--- src/rtl/count_window_pkg.sv ---
// count_window_pkg
//   Shared types and defaults for the measurement-window controller.
//   state_t   : controller FSM states
//   CNT_W_DEF : default width of the controlled counter / result
//   WIN_W_DEF : default width of window_len and the window timer
package count_window_pkg;

    typedef enum logic [2:0] {
        IDLE   = 3'd0,
        CLEAR  = 3'd1,
        COUNT  = 3'd2,
        SETTLE = 3'd3,
        DONE   = 3'd4
    } state_t;

    localparam int CNT_W_DEF = 8;
    localparam int WIN_W_DEF = 16;

endpackage

--- src/rtl/count_window_ctrl_window_timer.sv ---
// window_timer
//   Loadable down-counter that times the COUNT phase of a measurement window.
//   Ports:
//     clk      in   clock, rising edge
//     reset    in   synchronous, active-high; clears the timer
//     load     in   load load_val (takes priority over dec)
//     load_val in   WIN_W value to load
//     dec      in   decrement by one
//     last     out  timer value equals 1 (final cycle of the window)
module window_timer
    import count_window_pkg::*;
#(
    parameter int WIN_W = WIN_W_DEF
) (
    input  logic             clk,
    input  logic             reset,
    input  logic             load,
    input  logic [WIN_W-1:0] load_val,
    input  logic             dec,
    output logic             last
);

    logic [WIN_W-1:0] value_q;
    logic [WIN_W-1:0] value_d;

    always_comb begin
        value_d = value_q;
        if (load) begin
            value_d = load_val;
        end else if (dec) begin
            value_d = value_q - 1'b1;
        end
    end

    always_ff @(posedge clk) begin
        if (reset) begin
            value_q <= '0;
        end else begin
            value_q <= value_d;
        end
    end

    assign last = (value_q == WIN_W'(1));

endmodule

--- src/rtl/count_window_ctrl.sv ---
// count_window_ctrl
//   Sequences an external up-counter through a measurement window:
//   clear the counter, gate event_in into its enable for window_len cycles,
//   wait one settle cycle, then capture the count and hold it on a
//   valid/ack result interface.
//
//   Build option: define COUNT_WINDOW_AUTO_RESTART_EN to make result_ack
//   start the next window immediately (same window_len) instead of
//   returning to IDLE.
//
//   Ports:
//     clk          in   clock, rising edge
//     reset        in   synchronous, active-high
//     start        in   request a window (sampled in IDLE only)
//     window_len   in   window length in cycles, latched on accepted start
//     abort        in   cancel any operation in progress
//     event_in     in   event qualifier to be counted
//     cnt_enable   out  counter enable
//     cnt_reset    out  counter synchronous reset
//     cnt_value    in   counter value
//     busy         out  controller not idle
//     result_valid out  result/overflow valid, held until result_ack
//     result_ack   in   consumer accepts result
//     result       out  captured count
//     overflow     out  counter wrapped during the window
module count_window_ctrl
    import count_window_pkg::*;
#(
    parameter int CNT_W = CNT_W_DEF,
    parameter int WIN_W = WIN_W_DEF
) (
    input  logic             clk,
    input  logic             reset,
    input  logic             start,
    input  logic [WIN_W-1:0] window_len,
    input  logic             abort,
    input  logic             event_in,
    output logic             cnt_enable,
    output logic             cnt_reset,
    input  logic [CNT_W-1:0] cnt_value,
    output logic             busy,
    output logic             result_valid,
    input  logic             result_ack,
    output logic [CNT_W-1:0] result,
    output logic             overflow
);

    state_t           state_q, state_d;
    logic [WIN_W-1:0] len_q, len_d;
    logic [CNT_W-1:0] result_q, result_d;
    logic             overflow_q, overflow_d;
    logic             result_valid_q, result_valid_d;
    logic             timer_last;

    // The timer is reloaded from the latched length in every CLEAR cycle,
    // so auto-restarted windows reuse the original length.
    window_timer #(
        .WIN_W(WIN_W)
    ) u_timer (
        .clk      (clk),
        .reset    (reset),
        .load     (state_q == CLEAR),
        .load_val (len_q),
        .dec      (state_q == COUNT),
        .last     (timer_last)
    );

    assign cnt_enable   = (state_q == COUNT) & event_in;
    assign cnt_reset    = (state_q == CLEAR) | reset;
    assign busy         = (state_q != IDLE);
    assign result_valid = result_valid_q;
    assign result       = result_q;
    assign overflow     = overflow_q;

    always_comb begin
        state_d    = state_q;
        len_d      = len_q;
        result_d   = result_q;
        overflow_d = overflow_q;

        case (state_q)
            IDLE: begin
                // A zero-length request is dropped rather than run.
                if (start && (window_len != '0)) begin
                    len_d   = window_len;
                    state_d = CLEAR;
                end
            end
            CLEAR: begin
                overflow_d = 1'b0;
                state_d    = COUNT;
            end
            COUNT: begin
                // An enabled increment from all-ones is a wrap.
                if (cnt_enable && (cnt_value == {CNT_W{1'b1}})) begin
                    overflow_d = 1'b1;
                end
                if (timer_last) begin
                    state_d = SETTLE;
                end
            end
            SETTLE: begin
                // The last COUNT increment has landed by now.
                if (!abort) begin
                    result_d = cnt_value;
                end
                state_d = DONE;
            end
            DONE: begin
                if (result_ack) begin
`ifdef COUNT_WINDOW_AUTO_RESTART_EN
                    state_d = CLEAR;
`else
                    state_d = IDLE;
`endif
                end
            end
            default: begin
                state_d = IDLE;
            end
        endcase

        // abort outranks ack and timer expiry.
        if (abort && (state_q != IDLE)) begin
            state_d = IDLE;
        end

        result_valid_d = (state_d == DONE);
    end

    always_ff @(posedge clk) begin
        if (reset) begin
            state_q        <= IDLE;
            len_q          <= '0;
            result_q       <= '0;
            overflow_q     <= 1'b0;
            result_valid_q <= 1'b0;
        end else begin
            state_q        <= state_d;
            len_q          <= len_d;
            result_q       <= result_d;
            overflow_q     <= overflow_d;
            result_valid_q <= result_valid_d;
        end
    end

endmodule

--- config.mk ---
export PLATFORM = sky130hd
export DESIGN_NAME = count_window_ctrl
export DESIGN_NICKNAME = d
export VERILOG_FILES = /design/src/rtl/count_window_pkg.sv /design/src/rtl/count_window_ctrl_window_timer.sv /design/src/rtl/count_window_ctrl.sv
export SDC_FILE = /design/constraint.sdc
export NUM_CORES = 1
export LEC_CHECK = 0
export ABC_AREA = 1
export BUFFER_PORTS_ARGS = -buffer_cell sky130_fd_sc_hd__buf_4
export CORE_UTILIZATION = 24
export CTS_BUF_LIST = sky130_fd_sc_hd__clkbuf_8
export CTS_CLUSTER_SIZE = 40
export DETAILED_ROUTE_END_ITERATION = 7
export GPL_TIMING_DRIVEN = 0
export PLACE_DENSITY = 0.43
export SLEW_MARGIN = 25
export SYNTH_ARGS = -nofsm -noshare
export SYNTH_HDL_FRONTEND = slang
export SYNTH_HIERARCHICAL = 1
export SYNTH_SLANG_ARGS = --single-unit
--- constraint.sdc ---
create_clock -name clk -period 3 [get_ports clk]
set_clock_uncertainty 0.15 [all_clocks]
set_input_delay 0 -clock clk [delete_from_list [all_inputs] [get_ports clk]]
set_output_delay 0 -clock clk [all_outputs]
set_load 0.05 [all_outputs]
**After elaboration in Yosys (flattened, before gate mapping)**

Cells that the tools add are included.

- Bits of input ports: 30
- Bits in registers: 45

- Bitwise gates (word level): 3
- Mux-type cells: 9
- Add/subtract/negate cells: 1
- Reduce and logical (&&, ||, !) cells: 10
- Equality and inequality tests: 8

Operator list:

| operator | count |
|---|---|
| 16-bit two-way mux | 2 |
| 16-bit by 1-bit equality test with 1-bit output, second input constant | 1 |
| 16-bit nonzero test | 1 |
| 16-bit by 1-bit subtractor with 16-bit output, second input constant | 1 |
| 3-bit one-hot mux with 5 select lines | 1 |
| 3-bit two-way mux | 4 |
| 8-bit equality test, second input constant | 1 |
| 3-bit by 2-bit equality test with 1-bit output, second input constant | 2 |
| 3-bit equality test, second input constant | 2 |
| 2-bit AND reduction | 3 |
| 3-bit by 1-bit equality test with 1-bit output, second input constant | 1 |
| 1-bit logical AND | 3 |
| 3-bit logical NOT | 1 |
| 3-bit nonzero test | 1 |
| 2-bit != test, second input constant | 1 |
| 1-bit one-hot mux with 2 select lines | 1 |
| 2-bit nonzero test | 1 |
| 1-bit bitwise AND | 1 |
| 1-bit two-way mux | 1 |
| 1-bit NOT | 1 |
| 1-bit OR | 1 |

**Longest topological paths before layout**

Gate-level depths: netlist of the first run.

- Depth after elaboration: 6
- Gate-level depth with buffers: 12
- Gate-level depth less buffers: 10

**By module**

The synthesis of the first run kept the hierarchy.

By module, submodules not included:

| module | cells each | area an instance (sq um) | times used | sequential area each (sq um) |
|---|---|---|---|---|
| count_window_ctrl | 176 | 1348.8 | 1 | 580.6 |
| window_timer | 172 | 1152.4 | 1 | 320.3 |

**Worst setup path before layout of the first run**

OpenSTA, ideal clock, no wires.

- Path type: register to register
- Start point: reg state_q[2]
- End point: reg u_timer.value_q[4]
- Library setup time: 0.109 ns
- Arrival time: 1.260 ns
- Buffers on the path: 2
- Stages on the path, launching flop included: 13
- Period minus slack after synthesis: 1.519 ns
- Path slack: 1.481 ns
- Path through: dfxtp_1 > inv_2 > nand3_1 > inv_1 > buf_4 > inv_1 > nand2_2 > inv_1 > buf_4 > nand2_1 > nand3_1 > nand2_1 > inv_1

- Longest elaborated chain between the ends: 2

Ends and longest elaborated chain:

| what | line | text |
|---|---|---|
| from (decl) | count_window_ctrl.sv:48 | `state_t state_q, state_d;` |
| from (signal assigned) | count_window_ctrl.sv:139 | `state_q <= state_d;` |
| 3-bit by 1-bit equality test with 1-bit output or 3-bit by 2-bit equality test with 1-bit output (tied branches) | count_window_ctrl.sv:62, count_window_ctrl.sv:64 |  |
| 16-bit two-way mux or 2-bit nonzero test (tied branches) | -- |  |
| to (signal assigned) | count_window_ctrl_window_timer.sv:39 | `value_q <= value_d;` |
| to (decl) | count_window_ctrl_window_timer.sv:23 | `logic [WIN_W-1:0] value_q;` |

Several ways; a longest one is shown, not always the timed one.
A chain may end at the register's enable or synchronous reset.

**Final worst setup path of the first run**

- Start point: reg u_timer.value_q[7]
- End point: reg state_q[0]

- Longest elaborated chain between the ends: 4

Ends and longest elaborated chain:

| what | line | text |
|---|---|---|
| 16-bit by 1-bit equality test with 1-bit output | count_window_ctrl_window_timer.sv:43 | `assign last = (value_q == WIN_W'(1));` |
| via timer_last | count_window_ctrl.sv:53 | `logic timer_last;` |
| 3-bit two-way mux | count_window_ctrl.sv:98 | `if (timer_last) begin` |
| 3-bit one-hot mux with 5 select lines | count_window_ctrl.sv:81 | `case (state_q)` |
| 3-bit two-way mux | count_window_ctrl.sv:124 | `if (abort && (state_q != IDLE)) begin` |

The timed path passes the listed nets, and every way through them passes these cells.

==> summary.txt, run 1 <==
status = finished clean
actual transition at the worst max-transition pin = 0.569 ns
WP data required = 3.09 ns
worst hold path class = in -> reg
DRC Markers = 0
Mapped Area = 0.00250 mm2
CP Cell Sequence = nor2_2 -> nand2_2 -> nor4_1 -> nand2_1 -> nand2_1 -> nand2_1 -> nor2_1 -> dlygate4sd3_1
std cell rows = 36
CTS max path bufs = 2
PnR worst setup slack = 0.873 ns
Post-synth EDFFs = 0
GRT Resource Usage Total = 0.131
CTS Buf Count = 5
count of final hold-check violations = 0
endpoint arrival time on the critical path = 2.21 ns
Total Die Area = 0.0108 mm2
crit path max-delay cell type = dlygate4sd3_1
synth-to-layout area growth = 36.3%
Die H = 104 um
cts repair resizes = 0
Initial Util = 0.251
# clock sinks = 45
critical path type = reg -> reg
Post-DRT Antenna Nets = 0
routed wire length = 6910 um
slowest cell delay on critical path = 0.55 ns
FF-to-FF path depth = 8
Max Fanout on Critical Path = 5
clk root buf = clkbuf_8
placed insts = 523
Design Power = 0.00167 W
layout cells sized above 1 = 0.209
Critical Path Sink Type = register
I/O pin count = 43
final non-filler cell total = 564
first-pass GRT wire length = 11300 um
peak supply drop = 202 uV
syn avg cell area = 7.19 um2
initial drt markers = 90
Slew Limit Fails = 0
Seq/Total Area, Yosys = 0.360
Netlist cell types = 32
Setup WS pre-CTS = 1.16 ns
CP dominant cell by count = nand2_1
core area = 0.00995 mm2
drt first pass iters = 4
synth warn = 6
pin count of the biggest net entering global routing = 13
vias in the first global route = 2289
minimum clock period = 2.13 ns
htree depth = 2
global placement routability congestion = 0.749
via count = 2439
Clock Pin Slew Worst Setup and Hold Paths = 0.09 ns
Max-Cap Viols = 0
hold depth = 6
die width = 104 um
RSZ-0062 raised after global routing = false
crit path launch type = register
fin crit share = 0.709
vias per inst = 4.32
Max Freq = 0.470 GHz
Synth Register Bits = 45
setup TNS = 0 ns
post-synthesis cell count = 348
relative slew slack = 0.621
layout net count = 463
post-synthesis async set-or-reset flop share = 0
P_leak = 1.56 nW
Primary FF master, synth = dfxtp_1
total grt overflow = 0
CTS tree = done
Worst-Skew Late Latency = 0.30 ns
Inserted Diodes = 0
IO Port Bufs = 42
final setup fails = 0
initial antenna violation count = 0
Syn Nets = 380
PwrDens = 491 mW/mm2
hpwl dp = 5020 um
DR WL/cell = 12.2 um
[per-layer routing]
metal / global-route usage / part of all wire
met5: 0 / 0
met4: 0.0367 / 0.010
met3: 0.0188 / 0.020
met2: 0.236 / 0.50
met1: 0.161 / 0.47
[logic make-up (layout without fill, tap and decap cells)]
group	after synthesis	after routing	share of synthesized area
and+or+nand+nor	194	194	0.384
buffers and inverters	46	129	0.0930
xor gates and xnor gates	3	3	0.0135
DFF	45	45	0.360
AOI/OAI and AO/OA	58	58	0.139
adders and majority gates	2	2	0.0100
[flip-flops by register name (all words and copies together), names as in the netlist]
name and flops:
len_q 16, overflow 1, result 8, result_valid 1, state_q 3, u_timer/value_q 16
[synthesized netlist by cell type, types with 3 or more instances]
| cell type | number | area, um2 |
|---|---|---|
| nand3_1 | 20 | 100 |
| buf_6 | 5 | 56.3 |
| buf_4 | 3 | 22.5 |
| nor2_2 | 7 | 43.8 |
| inv_1 | 30 | 113 |
| a21oi_2 | 5 | 43.8 |
| dfxtp_1 | 45 | 901 |
| nand4_1 | 3 | 18.8 |
| clkbuf_1 | 3 | 11.3 |
| nand3b_1 | 17 | 128 |
| a22oi_1 | 9 | 67.6 |
| nand2_4 | 3 | 33.8 |
| nor2_4 | 6 | 67.6 |
| a211oi_1 | 3 | 22.5 |
| a21oi_1 | 22 | 110 |
| o21ai_0 | 14 | 70.1 |
| nand2_1 | 70 | 263 |
| nand2_2 | 5 | 31.3 |
| nor2_1 | 59 | 221 |
[through the flow]
stage / utilization / hold slack, ns / area (um2)
global route: 0.343 / 0.125 / 3410
detailed placement: 0.300 / 0.0897 / 2980
global placement: 0.300 / 0.0844 / 2980
CTS: 0.343 / 0.110 / 3410
floorplan: - / -0.0806 / 2500
finish: 0.343 / 0.127 / 3410
[power breakdown]
part	total (W)	internal (W)	switching, W	leakage [nW]
clock	0.000384	0.000180	0.000204	0.0485
sequential	0.000702	0.000648	0.0000545	0.368
combinational	0.000588	0.000249	0.000340	1.14
total	0.00167	0.00108	0.000598	1.56
[path summary, 6_finish.rpt]
kind	from	endpoint	slack (ns)
worst max register to register	u_timer/value_q[7]	state_q[0]	0.87
worst min register to register	overflow	overflow	0.35
worst min-delay path	start	len_q[0]	0.13
worst max-delay path	u_timer/value_q[7]	state_q[0]	0.87
[cell type report]
| class | count | area (um2) |
|---|---|---|
| plain buffers | 13 | 109 |
| clock buffers | 6 | 82.6 |
| clock inverters | 1 | 3.75 |
| fillers | 1057 | 6550 |
| inverters | 33 | 124 |
| multi-input cells | 257 | 1370 |
| flip-flops and latches | 45 | 901 |
| well taps | 133 | 166 |
| repair buffers | 76 | 656 |
[critical path, delay by kind of cell (launching register included)]
kind / cells / cell delay, ns
buffers and inverters: 1 / 0.55
DFF: 1 / 0.41
and+or+nand+nor: 7 / 0.96
[cells in the final DEF, fill, tap and decap left out, types with 2 or more instances in the layout]
master / netlist / layout
a31oi_1: 2 / 2
a21oi_2: 5 / 5
nand3b_1: 17 / 17
nand2_2: 5 / 5
a21oi_1: 22 / 22
buf_4: 3 / 45
a22oi_1: 9 / 9
inv_1: 30 / 31
nor2_2: 7 / 7
a211oi_1: 3 / 3
nand3_1: 20 / 20
nand2_4: 3 / 3
dlygate4sd3_1: 0 / 34
xor2_1: 2 / 2
nand4_1: 3 / 3
buf_6: 5 / 5
ha_1: 2 / 2
nor2_1: 59 / 59
nand2_1: 70 / 70
o21ai_1: 2 / 2
inv_2: 2 / 2
clkbuf_8: 1 / 7
nor2_8: 2 / 2
nor2_4: 6 / 6
clkbuf_1: 3 / 3
dfxtp_1: 45 / 45
o21ai_0: 14 / 14
[what timing repair did]
| action | in CTS | in global routing |
|---|---|---|
| buffers inserted | 0 | 0 |
| endpoints found under the hold margin | 35 | 0 |
| hold buffers | 34 | 0 |
(Power assumes the default switching activity.)
==> run 2, diff against run 1 <==
PLACE_DENSITY = 0.44   (was 0.43)
clock period = 1.86 ns   (was 3 ns; I/O delays follow)
==> summary.txt, run 2 (synthesis gave the netlist of run 1 again) <==
Worst-Skew Late Latency = 0.29 ns (about the same)
highest-count cells in the layout ignoring fill and taps = 70 x nand2_1, 59 x nor2_1, 45 x buf_4, 44 x dfxtp_1, 31 x inv_1
drt first pass iters = 5 (+1)
layout cells sized above 1 = 0.220 (+0.0113)
IO Port Bufs = 42 (unchanged)
Register Area = 902 um2 (+0.14%)
CTS Buf Count = 5 (unchanged)
Slew Limit Fails = 0 (unchanged)
GRT Resource Usage Total = 0.130 (-0.00129)
RSZ-0062 raised after global routing = false
commonest non-fill, non-tap cell in the layout = nand2_1
initial drt markers = 137 (+52%)
htree depth = 2 (unchanged)
Initial Util = 0.251 (unchanged)
hpwl dp = 5010 um (-0.16%)
initial antenna violation count = 0 (unchanged)
Hold EP = len_q[0]
R2R Setup Slk = 0.18 ns (-0.70 ns)
Max-Cap Viols = 0 (unchanged)
# clock sinks = 45 (unchanged)
hold depth = 6 (unchanged)
WP data required = 1.95 ns (-1.14 ns)
count of final hold-check violations = 0 (unchanged)
relative slew slack = 0.626 (+0.00588)
routed wire length = 6740 um (-2.4%)
synth-to-layout area growth = 35.3%
I/O pin count = 43 (unchanged)
clk root buf = clkbuf_8
fill count = 1072 (+1.4%)
FF-to-FF path depth = 6 (-2)
CTS tree = done
Total Die Area = 0.0108 mm2 (unchanged)
DRC Markers = 0 (unchanged)
minimum clock period = 1.68 ns (-0.444 ns)
Post-DRT Antenna Nets = 0 (unchanged)
critical path type = reg -> reg
Die H = 104 um (unchanged)
endpoint arrival time on the critical path = 1.77 ns (-0.44 ns)
first-pass GRT wire length = 11300 um (-0.12%)
vias in the first global route = 2378 (+3.9%)
Critical R2R Launch = state_q[1]
actual transition at the worst max-transition pin = 0.560 ns (-0.00882 ns)
via count = 2415 (-0.98%)
total grt overflow = 0 (unchanged)
CTS max path bufs = 2 (unchanged)
Max Freq = 0.594 GHz (+26%)
die width = 104 um (unchanged)
global placement routability congestion = 0.764 (+2.0%)
status = finished clean
Crit Reg-Reg Endpoint = state_q[2]
fin crit share = 0.905 (+0.196)
Design Power = 0.00269 W (+61%)
pin count of the biggest net entering global routing = 13 (unchanged)
final core occ = 0.340 (-0.00264)
PwrDens = 795 mW/mm2 (+62%)
Clock Pin Slew Worst Setup and Hold Paths = 0.08 ns (about the same)
final setup fails = 0 (unchanged)
setup TNS = 0 ns (unchanged)
DR WL/cell = 12.0 um (-1.7%)
core area = 0.00995 mm2 (unchanged)
layout net count = 459 (-0.86%)
vias per inst = 4.31 (-0.28%)
P_leak = 1.53 nW (-1.3%)
std cell rows = 36 (unchanged)
worst hold path class = in -> reg
peak supply drop = 268 uV (+32%)
Max Fanout on Critical Path = 4 (-1)
Hold Startpoint = start
Inserted Diodes = 0 (unchanged)
multi-input logic area = 0.00138 mm2 (+0.73%)
crit path launch type = register
Critical Path Sink Type = register
## run 2: cell count changes in the layout (fill, tap and decap cells not counted), sizes merged
cell,change
dlygate4sd3,-5
buf,+1
## run 2: metal layers
metal	global-route usage	part of all wire
met3	0.0175	0.026
met1	0.165	0.47
met4	0.0490	0.020
met2	0.222	0.48
met5	0	0
## run 2: power breakdown
| part | leakage, nW | switching (W) | internal (W) |
|---|---|---|---|
| combinational | 1.12 | 0.000549 | 0.000401 |
| sequential | 0.368 | 0.0000873 | 0.00105 |
| clock | 0.0485 | 0.000315 | 0.000290 |
| total | 1.53 | 0.000952 | 0.00174 |
## run 2: worst max path at each step
stage	from	endpoint	slack [ns]	cells past startpoint
final	state_q[1]	state_q[2]	0.18	6
after global routing	state_q[1]	u_timer/value_q[4]	0.03	12
after CTS	state_q[2]	u_timer/value_q[5]	0.03	7
after detailed placement	state_q[2]	u_timer/value_q[5]	0.05	7
after global placement	state_q[2]	u_timer/value_q[3]	0.008	7
after floorplan	state_q[2]	u_timer/value_q[4]	0.34	12
## run 2: final cells by class
class                      count  share of cell area
buffer                        13              0.0337
clock buffer                   6              0.0244
clock inverter                 1             0.00111
inverter                      33              0.0366
multi-input combinational    257               0.407
sequential                    45               0.267
tap                          133              0.0492
timing repair buffer          72               0.181
## run 2: worst max-delay path, cell delays in order, from the launching register on
cell and delay, ns:
dfxtp_2 0.34, nor2_2 0.17, nand2_4 0.10, nand2_1 0.09, inv_1 0.07, a211oi_1 0.15
dlygate4sd3_1 0.56
## run 2: through the flow
step	cell area [um2]	cells	hold slack, ns	setup slack, ns
final	3380	560	0.109	0.177
after global routing	3380	560	0.127	0.0262
after CTS	3360	559	0.105	0.0327
after detailed placement	2980	523	0.0928	0.0455
after global placement	2980	523	0.0836	0.00801
after floorplan	2500	348	-0.0806	0.341
## run 2: repair_timing
item / in CTS / in global routing
setup endpoints to repair: 0 / 13
gates resized for setup: 0 / 6
hold endpoints to repair: 35 / 0
hold buffers: 29 / 0
setup buffers: 0 / 1
